<file path="src/rtl/demux_1_x_2_stream.sv">
// -----------------------------------------------------------------------------
// demux_1_x_2_stream
// Packet-aware 1-to-2 stream demultiplexer. The destination of a packet is
// taken from in_sel on its first beat and held until its last beat. Each output
// channel has a one-entry registered holding stage, so a channel whose consumer
// keeps ready high passes one beat per cycle.
//
// Ports
//   clk, rst_n                 clock, asynchronous active-low reset
//   in_data/in_last/in_sel     input beat, end-of-packet flag, destination
//   in_valid / in_ready        input handshake (in_ready is combinational
//                              from the target channel's ready)
//   outK_data/outK_last        registered payload of channel K
//   outK_valid / outK_ready    output handshake of channel K
//   busy                       a multi-beat packet is in progress
//   pkt_cnt0 / pkt_cnt1        completed packets accepted per channel (wraps)
// -----------------------------------------------------------------------------
module demux_1_x_2_stream #(
    parameter int WIDTH = 8,
    parameter int CNT_W = 8
) (
    input  logic             clk,
    input  logic             rst_n,
    input  logic [WIDTH-1:0] in_data,
    input  logic             in_last,
    input  logic             in_sel,
    input  logic             in_valid,
    output logic             in_ready,
    output logic [WIDTH-1:0] out0_data,
    output logic             out0_last,
    output logic             out0_valid,
    input  logic             out0_ready,
    output logic [WIDTH-1:0] out1_data,
    output logic             out1_last,
    output logic             out1_valid,
    input  logic             out1_ready,
    output logic             busy,
    output logic [CNT_W-1:0] pkt_cnt0,
    output logic [CNT_W-1:0] pkt_cnt1
);

    typedef enum logic [1:0] {
        IDLE   = 2'b00,
        ROUTE0 = 2'b01,
        ROUTE1 = 2'b10
    } state_t;

    state_t             state_r;
    state_t             state_nxt_s;
    logic               tgt_s;
    logic               in_ready_s;
    logic               acc_s;
    logic               acc0_s;
    logic               acc1_s;

    logic [WIDTH-1:0]   out0_data_r;
    logic               out0_last_r;
    logic               out0_valid_r;
    logic [WIDTH-1:0]   out1_data_r;
    logic               out1_last_r;
    logic               out1_valid_r;
    logic [CNT_W-1:0]   pkt_cnt0_r;
    logic [CNT_W-1:0]   pkt_cnt1_r;

    localparam logic [CNT_W-1:0] CNT_ONE = {{(CNT_W-1){1'b0}}, 1'b1};

    // Target channel: sampled select on a first beat, locked route otherwise.
    always_comb begin
        tgt_s = 1'b0;
        case (state_r)
            IDLE:    tgt_s = in_sel;
            ROUTE0:  tgt_s = 1'b0;
            ROUTE1:  tgt_s = 1'b1;
            default: tgt_s = 1'b0;
        endcase
    end

    // The target can take a beat if its holding stage is empty or draining now.
    assign in_ready_s = tgt_s ? (~out1_valid_r | out1_ready)
                              : (~out0_valid_r | out0_ready);
    assign acc_s      = in_valid & in_ready_s;
    assign acc0_s     = acc_s & ~tgt_s;
    assign acc1_s     = acc_s & tgt_s;

    // Next-state logic for the packet routing FSM.
    always_comb begin
        state_nxt_s = state_r;
        case (state_r)
            IDLE: begin
                if (acc_s && !in_last) begin
                    state_nxt_s = in_sel ? ROUTE1 : ROUTE0;
                end else begin
                    state_nxt_s = IDLE;
                end
            end
            ROUTE0: begin
                if (acc_s && in_last) begin
                    state_nxt_s = IDLE;
                end else begin
                    state_nxt_s = ROUTE0;
                end
            end
            ROUTE1: begin
                if (acc_s && in_last) begin
                    state_nxt_s = IDLE;
                end else begin
                    state_nxt_s = ROUTE1;
                end
            end
            default: state_nxt_s = IDLE;
        endcase
    end

    // FSM state register.
    always_ff @(posedge clk or negedge rst_n) begin
        if (!rst_n) begin
            state_r <= IDLE;
        end else begin
            state_r <= state_nxt_s;
        end
    end

    // Channel 0 holding stage: a new load wins over completion (pass-through).
    always_ff @(posedge clk or negedge rst_n) begin
        if (!rst_n) begin
            out0_data_r  <= {WIDTH{1'b0}};
            out0_last_r  <= 1'b0;
            out0_valid_r <= 1'b0;
        end else if (acc0_s) begin
            out0_data_r  <= in_data;
            out0_last_r  <= in_last;
            out0_valid_r <= 1'b1;
        end else if (out0_ready) begin
            out0_valid_r <= 1'b0;
        end
    end

    // Channel 1 holding stage: a new load wins over completion (pass-through).
    always_ff @(posedge clk or negedge rst_n) begin
        if (!rst_n) begin
            out1_data_r  <= {WIDTH{1'b0}};
            out1_last_r  <= 1'b0;
            out1_valid_r <= 1'b0;
        end else if (acc1_s) begin
            out1_data_r  <= in_data;
            out1_last_r  <= in_last;
            out1_valid_r <= 1'b1;
        end else if (out1_ready) begin
            out1_valid_r <= 1'b0;
        end
    end

    // Per-channel completed-packet counters, counted at input acceptance.
    always_ff @(posedge clk or negedge rst_n) begin
        if (!rst_n) begin
            pkt_cnt0_r <= {CNT_W{1'b0}};
            pkt_cnt1_r <= {CNT_W{1'b0}};
        end else begin
            if (acc0_s && in_last) begin
                pkt_cnt0_r <= pkt_cnt0_r + CNT_ONE;
            end
            if (acc1_s && in_last) begin
                pkt_cnt1_r <= pkt_cnt1_r + CNT_ONE;
            end
        end
    end

    assign in_ready   = in_ready_s;
    assign out0_data  = out0_data_r;
    assign out0_last  = out0_last_r;
    assign out0_valid = out0_valid_r;
    assign out1_data  = out1_data_r;
    assign out1_last  = out1_last_r;
    assign out1_valid = out1_valid_r;
    assign busy       = (state_r != IDLE);
    assign pkt_cnt0   = pkt_cnt0_r;
    assign pkt_cnt1   = pkt_cnt1_r;

endmodule
</file>
<file path="config.mk">
export PLATFORM = sky130hd
export DESIGN_NAME = demux_1_x_2_stream
export DESIGN_NICKNAME = d
export VERILOG_FILES = /design/src/rtl/demux_1_x_2_stream.sv
export SDC_FILE = /design/constraint.sdc
export NUM_CORES = 1
export LEC_CHECK = 0
export CORE_ASPECT_RATIO = 1.1
export CORE_MARGIN = 4
export CORE_UTILIZATION = 45
export CTS_BUF_LIST = sky130_fd_sc_hd__clkbuf_16
export CTS_CLUSTER_SIZE = 16
export DETAILED_ROUTE_END_ITERATION = 10
export GPL_TIMING_DRIVEN = 1
export PLACE_DENSITY = 0.86
export SYNTH_ARGS = -nofsm -noshare
export SYNTH_HDL_FRONTEND = slang
export SYNTH_SLANG_ARGS = --single-unit
</file>
<file path="constraint.sdc">
create_clock -name clk -period 1.7 [get_ports clk]
set_clock_uncertainty 0.05 [all_clocks]
set_input_delay 0.255 -clock clk [delete_from_list [all_inputs] [get_ports clk]]
set_output_delay 0.255 -clock clk [all_outputs]
set_load 0.01 [all_outputs]
</file>
==> impl_metrics.toml, run 1 <==
[flow_run]
drv_cap = 0

[die]
coreArea_sq_um = 3386
fp.dieArea_sq_um = 4563
start_util_pct = 47.12
die_y_um = 70.45
rows = 22
die_x_um = 64.77
io_pins = 53

[detailed_routing]
post_drt_via_cell_ratio = 4.908
drc = 0
detail_route.wl_per_cell_um = 14.66
drtPass1Iterations = 4
vias = 1173
drt_iter0_drc = 50
wl_um = 3504
antenna_left = 0

[timing]
rsz0062_at_grt = "false"
finalSetupViolations = 0
fmax_mhz = 623.9
hold_viol_final = 0
period_minus_slack_ns = 1.603
slew_violations = 0
setup_slack_ns = 0.09721
tightestPinTransition_ns = 0.4636
setup_tns_ns = 0
fin_crit_sh_pct = 94.28
slew_headroom_pct = 69.10

[power]
power.share.sequential_pct = 34.8
p_comb_share_pct = 38.8
power_switching_mw = 1.282
netSwitchingFraction_pct = 28.86
p_total_mw = 4.444
intPower_mw = 3.161
clkPwrFrac_pct = 26.4
p_leak_nw = 1.099
ir_drop_v = 0.001084
powerDensity_nw_per_um2 = 1792

[setup_path]
max_stage_delay_ns = 0.58
startpoint_type = "flop"
path_max_fanout = 6
crit_buf_inv = 1
critPathTopFamily = "buffers and inverters"
cp.arrival_ns = 1.30
crit_type = "flop to output port"
cpMaxStageDelayCell = "clkdlybuf4s50_1"
crit_chain = "clkdlybuf4s50_1"
critPathCaptureType = "output port"
required_ns = 1.39

[clock_network]
htreeDepth = 2
clockBufferDepth = 2
numCtsBuffers = 5
root_buffer = "clkbuf_16"
cts_num_sinks = 38
cts_tree = "yes"
insertion_delay_ns = 0.28
clkTransAtPathRegs_ns = 0.05

[yosys]
ys_async_sr_fraction_pct = 100.0
synth.avg_cell_area_sq_um = 13.75
synth_nets = 133
synth_common_cells = "dfrtp_1 (38), mux2_2 (12), xnor2_1 (10)"
synth_cells = 116
ys.flop_type = "dfrtp_1"
synth.area.top_cells = "dfrtp_1 (60%), mux2_2 (8.5%), xnor2_1 (5.5%), mux2_1 (4.2%), xor2_1 (2.2%)"
synth_cell_type_count = 28
synth_top_area_cell = "dfrtp_1"
yosysSeqAreaShare_pct = 59.61
yosys_warnings = 0
synth-edff-count = 0
synth_area_sq_um = 1595
yosysMostFrequentCell = "dfrtp_1"
synth.ff_latch_count = 38
synth_top_cell_area_share_pct = 59.61

[global_routing]
globalRouteOverflowTotal = 0
grtUsageMet1_pct = 20.52
grt_usage_pct = 17.55
grt_pass1_wl_um = 6154
grt_use_met2_pct = 29.55
globalRouteMet3Util_pct = 6.431
grt_pass1_vias = 1269
grt_max_degree = 39
gr-max-usage-layer = "met2"
antenna_found_initial = 0

[placement]
hpwl_um = 2574
gp_congestion = 0.7266
dp_cells = 228
io_buffers = 52
dpl-instance-area_sq_um = 2272
pre_cts_ws_ns = -0.2456

[outcome]
status = "finished clean"

[finish]
fillers = 229
area_growth_pct = 55.45
fin_area_sq_um = 2480
final_nets = 207
drive_gt1_share_pct = 23.04
num_antenna_cells = 0
stdcell_count = 239

[hold_path]
min_path_type = "flop to flop"
-- routing by layer --
metal  routed length (um)  up-vias
li1                     -      557
met1                 1426      577
met2                 1808       33
met3                  216        6
met4                   53        0
met5                    0        -
-- metrics by stage --
step	util, %	hold WS (ns)
2_1_floorplan	-	-0.09059
3_3_place_gp	67.11	0.2687
3_5_place_dp	67.11	0.2723
4_1_cts	72.91	0.4260
5_1_grt	73.24	0.4448
6_report	73.24	0.4180
-- cell type report --
type / instances / area (sq um) / area share [%]
inverter: 1 / 3.754 / 0.1514
clock inverter: 3 / 63.81 / 2.573
sequential: 38 / 950.9 / 38.35
timing repair buffer: 69 / 651.9 / 26.29
multi-input combinational: 75 / 624.3 / 25.18
clock buffer: 5 / 125.1 / 5.045
tap: 48 / 60.06 / 2.422
-- power by group through the flow --
stage | Sequential, mW | Clock (mW) | Combinational [mW]
floorplan | 1.68 | 0 | 0.580
global placement | 1.53 | 0 | 1.71
detailed placement | 1.56 | 0 | 1.74
CTS | 1.55 | 1.19 | 1.74
global route | 1.61 | 1.23 | 1.86
finish | 1.55 | 1.17 | 1.72
-- kinds of logic after synthesis --
| family | count (synthesis) | share of synthesized area (%) |
|---|---|---|
| buf+inv | 3 | 1.254 |
| fa+ha+maj | 2 | 1.568 |
| compound gates | 8 | 3.843 |
| simple gates | 33 | 13.33 |
| mux | 18 | 12.71 |
| flops | 38 | 59.61 |
| xor+xnor | 14 | 7.686 |
-- sequential cells by signal, summed over array words and instances, names as in the netlist --
name	cells
pkt_cnt1	8
out1_last	1
out0_valid	1
pkt_cnt0	8
out0_last	1
out1_valid	1
out0_data	8
out1_data	8
state_r	2
-- path summary, 6_finish.rpt --
path	startpoint	endpoint	slack, ns	cells past startpoint
worst max-delay path	pkt_cnt0[2]	pkt_cnt0[2]	0.1	1
worst min-delay path	pkt_cnt0[7]	pkt_cnt0[7]	0.42	1
worst max register to register	state_r[0]	pkt_cnt1[1]	0.12	5
worst min register to register	pkt_cnt0[7]	pkt_cnt0[7]	0.42	1
max in group asynchronous	rst_n	out0_data[5]	0.78	3
min in group asynchronous	rst_n	out1_data[6]	0.49	3
-- timing repair --
item,4_1_cts,5_1_grt
gates resized for setup,2,3
pin swaps,0,2
hold buffers,1,0
buffers inserted,0,2
setup endpoints to repair,2,2
endpoints found under the hold margin,38,0
-- cells in the final DEF (no fill, tap or decap), drive strengths merged, types with 2 or more instances in the layout --
master | Yosys | final
clkdlybuf4s50 | 0 | 49
dfrtp | 38 | 38
mux2 | 18 | 18
buf | 2 | 17
xnor2 | 10 | 10
nand3 | 8 | 8
nand2 | 6 | 6
clkbuf | 0 | 6
nand4 | 5 | 5
xor2 | 4 | 4
and3 | 3 | 3
nor3 | 3 | 3
nand2b | 2 | 2
and2 | 2 | 2
a21o | 2 | 2
ha | 2 | 2
bufinv | 0 | 2
o21ai | 2 | 2
No activity file was read; power rests on OpenSTA's default activity.
==> run 2: changes to the inputs <==
--- a/config.mk
+++ b/config.mk
@@ -5,7 +5,7 @@
 export SDC_FILE = /design/constraint.sdc
 export NUM_CORES = 1
 export LEC_CHECK = 0
-export CORE_ASPECT_RATIO = 1.1
+export CORE_ASPECT_RATIO = 0.5
 export CORE_MARGIN = 4
 export CORE_UTILIZATION = 45
 export CTS_BUF_LIST = sky130_fd_sc_hd__clkbuf_16
==> run 2 against run 1 <==
Effect of this change:
- critical endpoint is now busy
- register-to-register slack worse by 0.06 ns
- flip-flop and latch count did not move
- die area up 1.2%
- global-route usage increased by 0.54 points
- worst setup slack worse by 0.037 ns
- wire length rose by 8.4%
- first-iteration DRC count decreased by 34%
- core utilization rose by 3.1 points
==> impl_metrics.toml, run 2 (synthesis results as in run 1) <==
[die]
die_y_um = 50.10
rows = 14
fp.dieArea_sq_um = 4619
die_x_um = 92.20
io_pins = 53
start_util_pct = 50.04
coreArea_sq_um = 3188

[global_routing]
grt_pass1_wl_um = 6430
grt_max_degree = 35
grt_pass1_vias = 1244
grt_usage_pct = 18.09
globalRouteOverflowTotal = 0
antenna_found_initial = 0

[setup_path]
rr_endpoint = "pkt_cnt1[1]"
path_max_fanout = 3
cp.arrival_ns = 1.33
required_ns = 1.39
r2r.worst_path.cells = 5
r2r_setup_slack_ns = 0.06
critPathCaptureType = "output port"
crit_type = "flop to output port"
startpoint_type = "flop"
r2r-start = "state_r[0]"

[timing]
slew_violations = 0
slew_headroom_pct = 47.91
hold_viol_final = 0
rsz0062_at_grt = "false"
fmax_mhz = 609.8
finalSetupViolations = 0
period_minus_slack_ns = 1.640
tightestPinTransition_ns = 0.7813
fin_crit_sh_pct = 96.46

[clock_network]
root_buffer = "clkbuf_16"
clockBufferDepth = 2
hold_buffers = 0
cts_num_sinks = 38
htreeDepth = 2
insertion_delay_ns = 0.27
numCtsBuffers = 5
postCtsSetupBuffers = 0
clkTransAtPathRegs_ns = 0.06
cts_tree = "yes"

[power]
powerDensity_nw_per_um2 = 1712
power.share.sequential_pct = 36.9
p_leak_nw = 1.074
intPower_mw = 2.869
ir_drop_v = 0.0009229
netSwitchingFraction_pct = 31.15
clkPwrFrac_pct = 20.7
p_total_mw = 4.168
p_comb_share_pct = 42.4
power_switching_mw = 1.298

[flow_run]
drv_cap = 0

[hold_path]
min_path_type = "input port to asynchronous set/reset pin"

[placement]
io_buffers = 52
hpwl_um = 2740
gp_congestion = 0.7574

[detailed_routing]
post_drt_via_cell_ratio = 4.992
antenna_left = 0
drc = 0
wl_um = 3798
detail_route.wl_per_cell_um = 16.03
vias = 1183
drtPass1Iterations = 4
drt_iter0_drc = 33

[finish]
drive_gt1_share_pct = 23.81
fin_util_pct = 76.37
num_antenna_cells = 0
area_growth_pct = 52.63
fillers = 206
mostFrequentLayoutCell = "clkdlybuf4s50_1"
final_cell_mix = "clkdlybuf4s50_1 (49), dfrtp_1 (38), buf_4 (14)"
final_nets = 206

[outcome]
status = "finished clean"
run 2: cell count changes in the layout (fill, tap and decap cells not counted):
cell	delta
clkinv_2	+2
nor3_1	-1
nor3_2	+1
o21ai_1	-1
buf_4	-1
buf_12	+1
o21ai_0	+1
dlygate4sd3_1	-1
clkinv_1	-1
clkdlybuf4s15_1	+1
dlygate4sd2_1	-1
bufinv_16	-2
run 2: power groups by stage:
stage | Clock, mW | Combinational (mW) | Sequential [mW]
floorplan | 0 | 0.580 | 1.68
global placement | 0 | 1.75 | 1.52
detailed placement | 0 | 1.79 | 1.55
CTS | 0.871 | 1.79 | 1.54
global route | 0.929 | 1.90 | 1.58
finish | 0.863 | 1.77 | 1.54
run 2: worst max-delay path by stage:
stage,startpoint,endpoint
floorplan,state_r[1],pkt_cnt0[1]
detailed placement,in_sel,in_ready
CTS,state_r[0],busy
finish,state_r[0],busy
global placement,in_sel,in_ready
global route,state_r[1],pkt_cnt0[7]
run 2: worst max-delay path, stage by stage, from the launching register on:
cell             delay, ns
dfrtp_1               0.40
buf_4                 0.15
or2_2                 0.28
clkdlybuf4s15_1       0.23
run 2: final cells by class:
class / instances / area, sq um / share of cell area (%)
repair buffers: 68 / 655.6 / 26.93
inverters: 1 / 3.754 / 0.1542
multi-input cells: 75 / 629.4 / 25.85
clock buffers: 5 / 125.1 / 5.139
clock inverters: 2 / 10.01 / 0.4111
flip-flops and latches: 38 / 950.9 / 39.05
well taps: 48 / 60.06 / 2.467
run 2: metrics by stage:
step	instances	cell area, sq um	setup slack (ns)	setup TNS (ns)	hold slack [ns]
6_report	237	2435	0.06011	0	0.004235
5_1_grt	237	2435	0.001429	0	0.07442
4_1_cts	237	2432	0.004391	0	0.02730
3_5_place_dp	230	2300	-0.2163	-2.324	0.3261
3_3_place_gp	230	2300	-0.1935	-1.754	0.2949
2_1_floorplan	116	1595	0.2268	0	-0.09059
run 2: repair_timing:
action                                 in CTS  in global routing
gates resized for setup                     2                  4
setup endpoints to repair                   2                  3
endpoints found under the hold margin       0                  0
run 2: routing by layer:
metal	vias up	wire, um	track usage (%)
met3	6	134	4.863
met4	0	64	6.650
met2	23	1968	30.80
met5	-	0	0
met1	600	1630	22.46
li1	554	-	-
